## src/rtl/y86_alu_pkg.sv

```systemverilog
// rtl/y86_alu_pkg.sv - shared types and constants for the Y86-64 execute-stage ALU
package y86_alu_pkg;

    localparam int         W_DEFAULT = 64;
    localparam logic [2:0] CC_RESET  = 3'b100;

    typedef enum logic [3:0] {
        ADD = 4'd0,
        SUB = 4'd1,
        AND = 4'd2,
        XOR = 4'd3
    } alu_op_t;

    typedef struct packed {
        logic zf;
        logic sf;
        logic of;
    } cc_t;

endpackage

```

## src/rtl/alu64_core.sv

```systemverilog
// rtl/alu64_core.sv - combinational add/sub/and/xor core with {ZF,SF,OF} and invalid-op flag
// Condition codes are only generated when ALU_EXEC_CC_EN is defined; otherwise cc is 000.
module alu64_core
    import y86_alu_pkg::*;
#(
    parameter int W = W_DEFAULT
) (
    input  logic [3:0]   ifun,
    input  logic [W-1:0] a,
    input  logic [W-1:0] b,
    output logic [W-1:0] result,
    output logic [2:0]   cc,
    output logic         err
);

    always_comb begin
        result = '0;
        err    = 1'b0;
        case (alu_op_t'(ifun))
            ADD:     result = b + a;
            SUB:     result = b - a;
            AND:     result = b & a;
            XOR:     result = b ^ a;
            default: err    = 1'b1;
        endcase
    end

`ifdef ALU_EXEC_CC_EN
    cc_t flags;

    always_comb begin
        flags.zf = (result == '0) && !err;
        flags.sf = result[W-1];
        flags.of = 1'b0;
        case (alu_op_t'(ifun))
            ADD:     flags.of = (a[W-1] == b[W-1]) && (result[W-1] != a[W-1]);
            SUB:     flags.of = (a[W-1] != b[W-1]) && (result[W-1] != b[W-1]);
            default: flags.of = 1'b0;
        endcase
    end

    assign cc = flags;
`else
    assign cc = 3'b000;
`endif

endmodule

```

## src/rtl/alu_exec_unit.sv

```systemverilog
// rtl/alu_exec_unit.sv - registered execute-stage ALU with valid/ready in/out and a two-entry output buffer
// Optional condition-code generation and cc_q register: ALU_EXEC_CC_EN.
module alu_exec_unit
    import y86_alu_pkg::*;
#(
    parameter int W = W_DEFAULT
) (
    input  logic         clk,
    input  logic         rst_n,
    input  logic         in_valid,
    output logic         in_ready,
    input  logic [3:0]   in_ifun,
    input  logic [W-1:0] in_a,
    input  logic [W-1:0] in_b,
    output logic         out_valid,
    input  logic         out_ready,
    output logic [W-1:0] out_result,
    output logic [2:0]   out_cc,
    output logic         out_err,
    output logic [2:0]   cc_q
);

    typedef enum logic [1:0] {
        EMPTY = 2'd0,
        BUSY  = 2'd1,
        FULL  = 2'd2
    } buf_state_t;

    buf_state_t   state, next_state;
    logic [W-1:0] core_result;
    logic [2:0]   core_cc;
    logic         core_err;
    logic [W-1:0] skid_result;
    logic [2:0]   skid_cc;
    logic         skid_err;
    logic         accept, deliver;
    logic         load_main, load_skid, skid_to_main;

    alu64_core #(.W(W)) u_core (
        .ifun   (in_ifun),
        .a      (in_a),
        .b      (in_b),
        .result (core_result),
        .cc     (core_cc),
        .err    (core_err)
    );

    assign out_valid = (state != EMPTY);
    assign accept    = in_valid && in_ready;
    assign deliver   = out_valid && out_ready;

    always_comb begin
        next_state   = state;
        load_main    = 1'b0;
        load_skid    = 1'b0;
        skid_to_main = 1'b0;
        case (state)
            EMPTY: begin
                if (accept) begin
                    next_state = BUSY;
                    load_main  = 1'b1;
                end
            end
            BUSY: begin
                if (accept && !deliver) begin
                    next_state = FULL;
                    load_skid  = 1'b1;
                end else if (accept && deliver) begin
                    load_main  = 1'b1;
                end else if (deliver) begin
                    next_state = EMPTY;
                end
            end
            FULL: begin
                if (deliver) begin
                    next_state   = BUSY;
                    skid_to_main = 1'b1;
                end
            end
            default: next_state = EMPTY;
        endcase
    end

    // in_ready is registered from the next state so it never depends on out_ready combinationally
    always_ff @(posedge clk or negedge rst_n) begin
        if (!rst_n) begin
            state    <= EMPTY;
            in_ready <= 1'b1;
        end else begin
            state    <= next_state;
            in_ready <= (next_state != FULL);
        end
    end

    always_ff @(posedge clk or negedge rst_n) begin
        if (!rst_n) begin
            out_result  <= '0;
            out_cc      <= 3'b000;
            out_err     <= 1'b0;
            skid_result <= '0;
            skid_cc     <= 3'b000;
            skid_err    <= 1'b0;
        end else begin
            if (load_main) begin
                out_result <= core_result;
                out_cc     <= core_cc;
                out_err    <= core_err;
            end else if (skid_to_main) begin
                out_result <= skid_result;
                out_cc     <= skid_cc;
                out_err    <= skid_err;
            end
            if (load_skid) begin
                skid_result <= core_result;
                skid_cc     <= core_cc;
                skid_err    <= core_err;
            end
        end
    end

`ifdef ALU_EXEC_CC_EN
    // Architectural flags follow acceptance order, independent of output backpressure
    always_ff @(posedge clk or negedge rst_n) begin
        if (!rst_n) begin
            cc_q <= CC_RESET;
        end else if (accept && !core_err) begin
            cc_q <= core_cc;
        end
    end
`else
    assign cc_q = 3'b000;
`endif

endmodule

```

## config.mk

```make
export PLATFORM = sky130hd
export DESIGN_NAME = alu_exec_unit
export DESIGN_NICKNAME = d
export VERILOG_FILES = /design/src/rtl/y86_alu_pkg.sv /design/src/rtl/alu64_core.sv /design/src/rtl/alu_exec_unit.sv
export SDC_FILE = /design/constraint.sdc
export NUM_CORES = 1
export LEC_CHECK = 0
export ABC_AREA = 1
export BUFFER_PORTS_ARGS = -buffer_cell sky130_fd_sc_hd__buf_2
export CORE_ASPECT_RATIO = 2
export CORE_MARGIN = 4
export CORE_UTILIZATION = 40
export CTS_CLUSTER_SIZE = 8
export DETAILED_ROUTE_END_ITERATION = 16
export PLACE_DENSITY = 0.62
export SYNTH_ARGS = -nofsm -noshare
export SYNTH_HDL_FRONTEND = slang
export SYNTH_SLANG_ARGS = --single-unit
export TNS_END_PERCENT = 20
```

## constraint.sdc

```tcl
create_clock -name clk -period 2.1 [get_ports clk]
set_clock_uncertainty 0.05 [all_clocks]
set_input_delay 0.105 -clock clk [delete_from_list [all_inputs] [get_ports clk]]
set_output_delay 0.105 -clock clk [all_outputs]
set_load 0.005 [all_outputs]
```

==> impl_metrics.tcl, run 1 <==
set metrics [dict create \
    synth.most_common_cell "nand2_1" \
    dr_wl_met2_mm 40.2 \
    tns_ps -87490 \
    reg2reg_depth 8 \
    root_buffer "clkbuf_16" \
    worstSetupStartpointType "input port" \
    wl_met3_mm 2.50 \
    die_x_um 147 \
    hold_ws_ps 130 \
    portBuffers 202 \
    worstPathMaxFanout 3 \
    rrSetupSlack_ps 160 \
    reg2reg_to "out_result[39]" \
    finalInstanceArea_um2 23100 \
    synth_flop_cell "dfrtp_1" \
    netlist_area_um2 15400 \
    cts_htree_levels 4 \
    cts_buffer_depth 2 \
    antenna_left 0 \
    synth_area_leader_cell "nand2_1" \
    yosys_warnings 0 \
    start_util 0.404 \
    rsz0062_at_grt "true" \
    grt_overflow_total 0 \
    swShare 0.415 \
    grt_max_degree 104 \
    peakVddDrop_uv 711 \
    dieArea_um2 41800 \
    vias 19500 \
    clkPwrFrac 0.215 \
    power.density_nw_per_um2 628 \
    ys_ff_latch 133 \
    drtPass1Iterations 6 \
    max_stage_delay_ps 240 \
    netlist_top_cells_count "989 x nand2_1, 454 x inv_1, 250 x nor2_1, 224 x nand3_1, 132 x dfrtp_1" \
    synth_area_leaders "nand2_1 24%, dfrtp_1 21%, inv_1 11%" \
    hold_viol 0 \
    async_flop_share 1.00 \
    failed_checks "setup timing" \
    reg2reg_from "in_ready" \
    coreArea_um2 38000 \
    worst_slew_margin_rel 0.397 \
    cap_violations 0 \
    synth_edf_count 0 \
    cts_tree "yes" \
    wirelength_met1_mm 22.5 \
    synth_seq_area_share 0.217 \
    status "finished with violations" \
    first_global_vias 20100 \
    worstPathArrival_ps 3350 \
    drive_gt1_frac 0.338 \
    layout.area.seq_um2 3330 \
    crit_type "in -> reg" \
    critPathBufInv 7 \
    worstMarginPinSlew_ps 905 \
    highest_layer "met4" \
    grt_pass1_wl_mm 115 \
    fin_crit_sh 1.46 \
    place_area_um2 20200 \
    crit_family "simple AND/OR/NAND/NOR gates" \
    seqPwrFrac 0.290 \
    p_switching_uw 6010 \
    syn_inst 2676 \
    worstPathRequired_ps 2400 \
    internal_power_uw 8480 \
    clock_sinks 133 \
    fillerInstances 3787 \
    numCtsBuffers 17 \
    rows 101 \
    worst_slack_ps -956 \
    timing.critical_path.mode_cell "nand2_1" \
    gp_congestion 1.05 \
    syn2layout_area_growth_pct 50.1 \
    ys_types 49 \
    clk_latency_ps 410 \
    clk_pin_slew_ps 60 \
    max_freq_mhz 327 \
    nets 3533 \
    drc 0 \
    synth_top_area_frac 0.242 \
    fp.dieH_um 285 \
    vias_per_cell 5.14 \
    endpoint_kind "flop" \
    cpMaxStageDelayCell "ha_4" \
    wire_per_inst_um 20.5 \
    ios 209 \
    power_frac_comb 0.495 \
    layout_min_cycle_time_ps 3060 \
    antenna_found_initial 1 \
    slew_viol_final 0 \
    routed_wirelength_mm 77.9 \
    cellLeakagePower_uw 0.0126 \
    dp_hpwl_mm 64.0 \
    multi_input_area_um2 12000 \
    hp-class "in -> async" \
    grt_usage 0.367 \
    setup_viol 120 \
    drtIter0Drc 1064 \
    syn_area_per_cell_um2 5.74 \
]
==> area by class of cell <==
cell class,instances,area share
multi-input combinational,2006,0.520
timing repair buffer,644,0.204
sequential,133,0.144
inverter,466,0.0771
tap,515,0.0279
clock buffer,20,0.0194
clock inverter,12,0.00721
antenna,1,0.000108
==> per-layer routing <==
metal  track usage  vias up
met5             0        -
met4         0.446        0
met3        0.0391      347
met2         0.678      688
met1         0.301     8984
li1              -     9490
==> cells by family after synthesis <==
logic type      count (synthesis)  share of synthesized area
compound gates                277                      0.102
xor+xnor                       60                     0.0342
fa+ha+maj                     129                      0.105
buf+inv                       542                      0.135
flops                         133                      0.217
other cells                     1                   0.000244
simple gates                 1534                      0.406
==> metrics by stage <==
step | cells | worst slack, ps | total power [µW] | utilization
final | 3797 | -956 | 14500 | 0.606
after global routing | 3797 | -1140 | 15500 | 0.606
after CTS | 3782 | -1010 | 14200 | 0.585
after detailed placement | 3735 | -1860 | 10600 | 0.530
after global placement | 3735 | -1840 | 10400 | 0.530
after floorplan | 2681 | -763 | 7320 | -
==> worst max path at each step <==
stage,from,to,slack (ps),cells after the start
after floorplan,in_a[0],out_result[53],-760,26
after global placement,in_a[0],out_result[24],-1840,24
after detailed placement,in_a[0],skid_result[59],-1860,24
after CTS,in_a[1],skid_result[63],-1010,30
after global routing,in_a[0],skid_result[60],-1140,29
final,in_a[2],skid_result[62],-960,28
==> power groups by stage <==
stage	clock network [µW]	logic (µW)	registers [µW]
after floorplan	0	3200	4120
after global placement	0	6220	4200
after detailed placement	0	6320	4240
after CTS	3140	6860	4210
after global routing	3280	7880	4320
final	3110	7170	4210
==> sequential cells by signal, summed over array words and instances, names as in the netlist <==
name,count
out_err,1
out_result,64
state,2
in_ready,1
skid_result,64
skid_err,1
==> worst reg2reg max path, stage by stage (launching register included) <==
cell	delay, ps
dfstp_2	540
nand2_1	70
nor2_1	130
inv_1	90
nor2_4	240
clkinv_1	150
buf_4	270
o21ai_1	230
nand2_1	70
==> what timing repair did <==
item	in CTS	in global routing
setup buffers	14	14
hold endpoints to repair	56	0
gates resized for setup	369	197
hold buffers	3	0
pin swaps	83	103
endpoints found under the setup margin	124	124
==> layout by cell type, fill, tap and decap left out, types with 11 or more instances in the layout <==
cell,netlist,layout
a21oi_1,96,54
a21oi_2,1,33
a21oi_4,1,11
a31oi_1,23,23
buf_12,0,19
buf_2,10,199
buf_4,7,394
buf_6,0,27
clkbuf_16,0,17
dfrtp_1,132,132
ha_1,128,92
ha_4,0,26
inv_1,454,431
inv_2,9,27
nand2_1,989,850
nand2_2,2,116
nand2_4,1,24
nand3_1,224,182
nand3_2,2,37
nand4_1,15,15
nor2_1,250,173
nor2_2,8,45
nor2_4,1,41
o21ai_0,98,54
o21ai_1,20,45
o21ai_2,2,18
xnor2_1,18,18
xor2_1,42,33
Note: power is estimated with default switching activity, not from simulation.
==> run 2: changes to the inputs <==
--- a/config.mk
+++ b/config.mk
@@ -13,6 +13,7 @@
 export CTS_CLUSTER_SIZE = 8
 export DETAILED_ROUTE_END_ITERATION = 16
 export PLACE_DENSITY = 0.62
+export RECOVER_POWER = 100
 export SYNTH_ARGS = -nofsm -noshare
 export SYNTH_HDL_FRONTEND = slang
 export SYNTH_SLANG_ARGS = --single-unit
==> impl_metrics.tcl, run 2 (synthesis results as in run 1) <==
set metrics [dict create \
    status "finished with violations" \
    failed_checks "setup timing" \
    cap_violations 0 \
    p_switching_uw 6040 \
    rsz0062_at_grt "true" \
    internal_power_uw 8400 \
    power.density_nw_per_um2 628 \
    swShare 0.418 \
    clock_sinks 133 \
    total_power_uw 14400 \
    vias_per_cell 5.13 \
    dp_hpwl_mm 64.0 \
    layout_min_cycle_time_ps 3060 \
    power_frac_comb 0.492 \
    worstSetupStartpointType "input port" \
    worstMarginPinSlew_ps 1300 \
    clkPwrFrac 0.216 \
    slew_viol_final 0 \
    cts_htree_levels 4 \
    max_freq_mhz 327 \
    ios 209 \
    antenna_found_initial 1 \
    dieArea_um2 41800 \
    worst_slack_ps -959 \
    fin_cells 3797 \
    drtPass1Iterations 5 \
    cts_buffer_depth 2 \
    placed_cells 3735 \
    drive_gt1_frac 0.327 \
    timing.critical_path.mode_cell "nand2_2" \
    seqPwrFrac 0.292 \
    crit_family "simple AND/OR/NAND/NOR gates" \
    critPathBufInv 6 \
    portBuffers 202 \
    grt_usage 0.367 \
    final_cell_mix "850 x nand2_1, 432 x inv_1, 391 x buf_4, 182 x nand3_1, 173 x nor2_1" \
    rows 101 \
    grt_pass1_wl_mm 115 \
    wire_per_inst_um 20.6 \
    crit_type "in -> reg" \
    nets 3533 \
    vias 19500 \
    gp_congestion 1.05 \
    worstPathMaxFanout 3 \
    worstPathArrival_ps 3310 \
    syn2layout_area_growth_pct 49.6 \
    clk_pin_slew_ps 60 \
    root_buffer "clkbuf_16" \
    cts_tree "yes" \
    start_util 0.404 \
    fp.dieH_um 285 \
    worst_slew_margin_rel 0.136 \
    peakVddDrop_uv 715 \
    setup_viol 121 \
    grt_max_degree 104 \
    fin_crit_sh 1.46 \
    routed_wirelength_mm 78.0 \
    worstPathRequired_ps 2350 \
    cpMaxStageDelayCell "ha_1" \
    clk_latency_ps 410 \
    first_global_vias 20100 \
    drc 0 \
    cellLeakagePower_uw 0.0125 \
    coreArea_um2 38000 \
    numCtsBuffers 17 \
    hp-class "in -> reg" \
    antenna_left 0 \
    grt_overflow_total 0 \
    top_regs "out_result (64), skid_result (64), state (2)" \
    hold_viol 0 \
    endpoint_kind "flop" \
    max_stage_delay_ps 300 \
    tns_ps -87510 \
    layout.cells.most_common "nand2_1" \
    die_x_um 147 \
    drtIter0Drc 1097 \
]
## run 2: cell count changes in the layout (fill, tap and decap cells not counted), moves of 2 or more
cell      change
clkbuf_1     +33
buf_2        -32
clkbuf_4      +2
buf_4         -3
clkbuf_2      +2
## run 2: power groups by stage
stage	clock [µW]	combinational, µW	sequential (µW)
floorplan	0	3200	4120
global placement	0	6220	4200
detailed placement	0	6320	4240
CTS	3140	6860	4210
global route	3280	7810	4320
finish	3120	7110	4220
## run 2: final timing paths
| path | startpoint | end | slack, ps | cells past startpoint |
|---|---|---|---|---|
| max | in_a[2] | skid_result[63] | -960 | 27 |
| min in group asynchronous | rst_n | out_result[5] | 430 | 2 |
| max reg2reg | in_ready | out_result[15] | 0 | 10 |
| min reg2reg | out_result[9] | out_result[9] | 430 | 2 |
| max in group asynchronous | rst_n | skid_result[24] | 220 | 3 |
| min | in_b[4] | out_result[4] | 220 | 6 |
## run 2: per-stage QoR
step                      hold WS (ps)  setup WS [ps]  instance area [µm²]   util
after floorplan                   -241           -763                15500      -
final                              217           -959                23000  0.605
after detailed placement          20.8          -1860                20200  0.530
after global placement            22.7          -1840                20200  0.530
after CTS                          152          -1010                22200  0.585
after global routing               274          -1140                23000  0.605
## run 2: timing repair
action | 4_1_cts | 5_1_grt
hold buffers | 3 | 0
resized for setup | 369 | 197
endpoints found under the setup margin | 124 | 124
endpoints found under the hold margin | 56 | 0
pin swaps | 83 | 103
setup buffers | 14 | 14
## run 2: tightest hold or removal path, stage by stage
cell	delay [ps]
buf_2	100
ha_1	120
nand2_1	60
nand3_2	120
nand2_1	70
o211ai_1	80
## run 2: layer usage
layer | track usage | wire length, µm | vias up
li1 | - | - | 9488
met1 | 0.301 | 22700 | 8966
met2 | 0.678 | 40200 | 678
met3 | 0.0391 | 2520 | 354
met4 | 0.446 | 12600 | 0
met5 | 0 | 0 | -
## run 2: layout make-up
class	count	area, µm²
inverter	466	1780
clock buffer	20	447
antenna	1	2.50
multi-input combinational	2006	12000
timing repair buffer	644	4630
sequential	133	3330
fill	3811	15000
tap	515	644
clock inverter	12	166
==> run 3: changes to the inputs <==
==> constraint.sdc (replaced) <==
create_clock -name clk -period 2.1 [get_ports clk]
set_clock_uncertainty 0.05 [all_clocks]
set_input_delay 0 -clock clk [delete_from_list [all_inputs] [get_ports clk]]
set_output_delay 0 -clock clk [all_outputs]
set_load 0.005 [all_outputs]
==> impl_metrics.tcl, run 3 (synthesis results as in run 1) <==
set metrics [dict create \
    critPathBufInv 7 \
    place_area_um2 20400 \
    layout.area.seq_um2 3330 \
    worstPathRequired_ps 2360 \
    clk_latency_ps 410 \
    fillerInstances 3791 \
    timing.critical_path.mode_cell "nand2_1" \
    layout_min_cycle_time_ps 3030 \
    max_stage_delay_ps 430 \
    setup_viol 122 \
    rsz0062_at_grt "true" \
    grt_overflow_total 0 \
    drive_gt1_frac 0.324 \
    coreArea_um2 38000 \
    status "finished with violations" \
    cpMaxStageDelayCell "ha_2" \
    crit_family "simple AND/OR/NAND/NOR gates" \
    drtIter0Drc 971 \
    wire_per_inst_um 21.1 \
    root_buffer "clkbuf_16" \
    nets 3536 \
    pre_cts_slack_ps -1820 \
    dieArea_um2 41800 \
    cellLeakagePower_uw 0.0125 \
    gp_congestion 1.05 \
    endpoint_kind "flop" \
    cts_tree "yes" \
    multi_input_area_um2 11900 \
    first_global_vias 19900 \
    start_util 0.404 \
    fp.dieH_um 285 \
    cap_violations 1 \
    hp-class "in -> reg" \
    clk_pin_slew_ps 60 \
    peakVddDrop_uv 647 \
    crit_type "in -> reg" \
    slew_viol_final 58 \
    die_x_um 147 \
    worst_slew_margin_rel -0.00117 \
    worstPathArrival_ps 3290 \
    grt_pass1_wl_mm 117 \
    worstPathMaxFanout 4 \
    vias 19500 \
    vias_per_cell 5.13 \
    grt_usage 0.375 \
    dp_hpwl_mm 66.1 \
    cts_buffer_depth 2 \
    worst_slack_ps -930 \
    rows 101 \
    failed_checks "capacitance limit, slew limit, setup timing" \
    drtPass1Iterations 6 \
    routed_wirelength_mm 80.0 \
    layout.cells.most_common "nand2_1" \
    portBuffers 202 \
    antenna_left 0 \
    worstMarginPinSlew_ps 1500 \
    antenna_found_initial 0 \
    numCtsBuffers 17 \
    worstSetupStartpointType "input port" \
    clock_sinks 133 \
    finalInstanceArea_um2 22900 \
    hold_viol 0 \
    ios 209 \
    power.density_nw_per_um2 627 \
    drc 0 \
    top_regs "out_result (64), skid_result (64), state (2)" \
    syn2layout_area_growth_pct 49.2 \
    max_freq_mhz 330 \
    fin_crit_sh 1.44 \
    grt_max_degree 81 \
    final_cell_mix "860 x nand2_1, 432 x inv_1, 395 x buf_4, 190 x nand3_1, 174 x nor2_1" \
    cts_htree_levels 4 \
]
-- run 3: timing repair --
action                                 CTS  global route
hold buffers                             3             0
setup endpoints to repair              122           124
endpoints found under the hold margin  118             0
buffers inserted                         9             7
gates resized for setup                311           196
pin swaps                               81            69
-- run 3: worst paths after layout --
kind | to | start | slack, ps | depth (start not counted)
min in group asynchronous | out_result[1] | rst_n | 460 | 2
max in group asynchronous | out_result[32] | rst_n | 360 | 3
worst min-delay path | skid_result[4] | in_b[4] | 90 | 6
worst max-delay path | out_result[52] | in_a[6] | -930 | 27
worst max register to register | out_result[15] | in_ready | 120 | 10
worst min register to register | out_result[42] | out_result[42] | 430 | 2
-- run 3: worst reg2reg max path, cell delays in order (launching register included) --
cell	delay, ps
dfstp_2	520
nand2_1	70
nor2_1	120
inv_1	80
nor2_4	160
clkinv_1	150
clkbuf_2	300
o21ai_0	160
o21ai_0	100
buf_4	150
nand2_1	40
-- run 3: routing by layer --
metal / share of wire / vias up / global-route usage
met1: 0.28 / 8985 / 0.299
met2: 0.51 / 652 / 0.691
met4: 0.17 / 0 / 0.480
met3: 0.035 / 349 / 0.0402
li1: - / 9501 / -
met5: 0 / - / 0
-- run 3: where the power goes --
part	leakage, µW	internal, µW	switching, µW
clock	0.000286	1910	1170
combinational	0.0105	2870	4220
sequential	0.00168	3610	595
total	0.0125	8390	5990
-- run 3: cell type report --
class                   count  area share
flip-flops and latches    133       0.145
multi-input cells        2006       0.517
clock inverters            13     0.00753
well taps                 515      0.0281
diodes                      1    0.000109
repair buffers            647       0.205
inverters                 466      0.0773
clock buffers              19      0.0193
-- run 3: through the flow --
stage	utilization	std cells	setup TNS (ps)	hold WS (ps)	total power (µW)
2_1_floorplan	-	2681	-61840	-346	7320
3_3_place_gp	0.535	3749	-168870	-50.8	10500
3_5_place_dp	0.535	3749	-173490	-37.8	10700
4_1_cts	0.583	3792	-86420	83.9	14200
5_1_grt	0.603	3799	-104520	135	15300
6_report	0.603	3800	-80950	91.3	14400
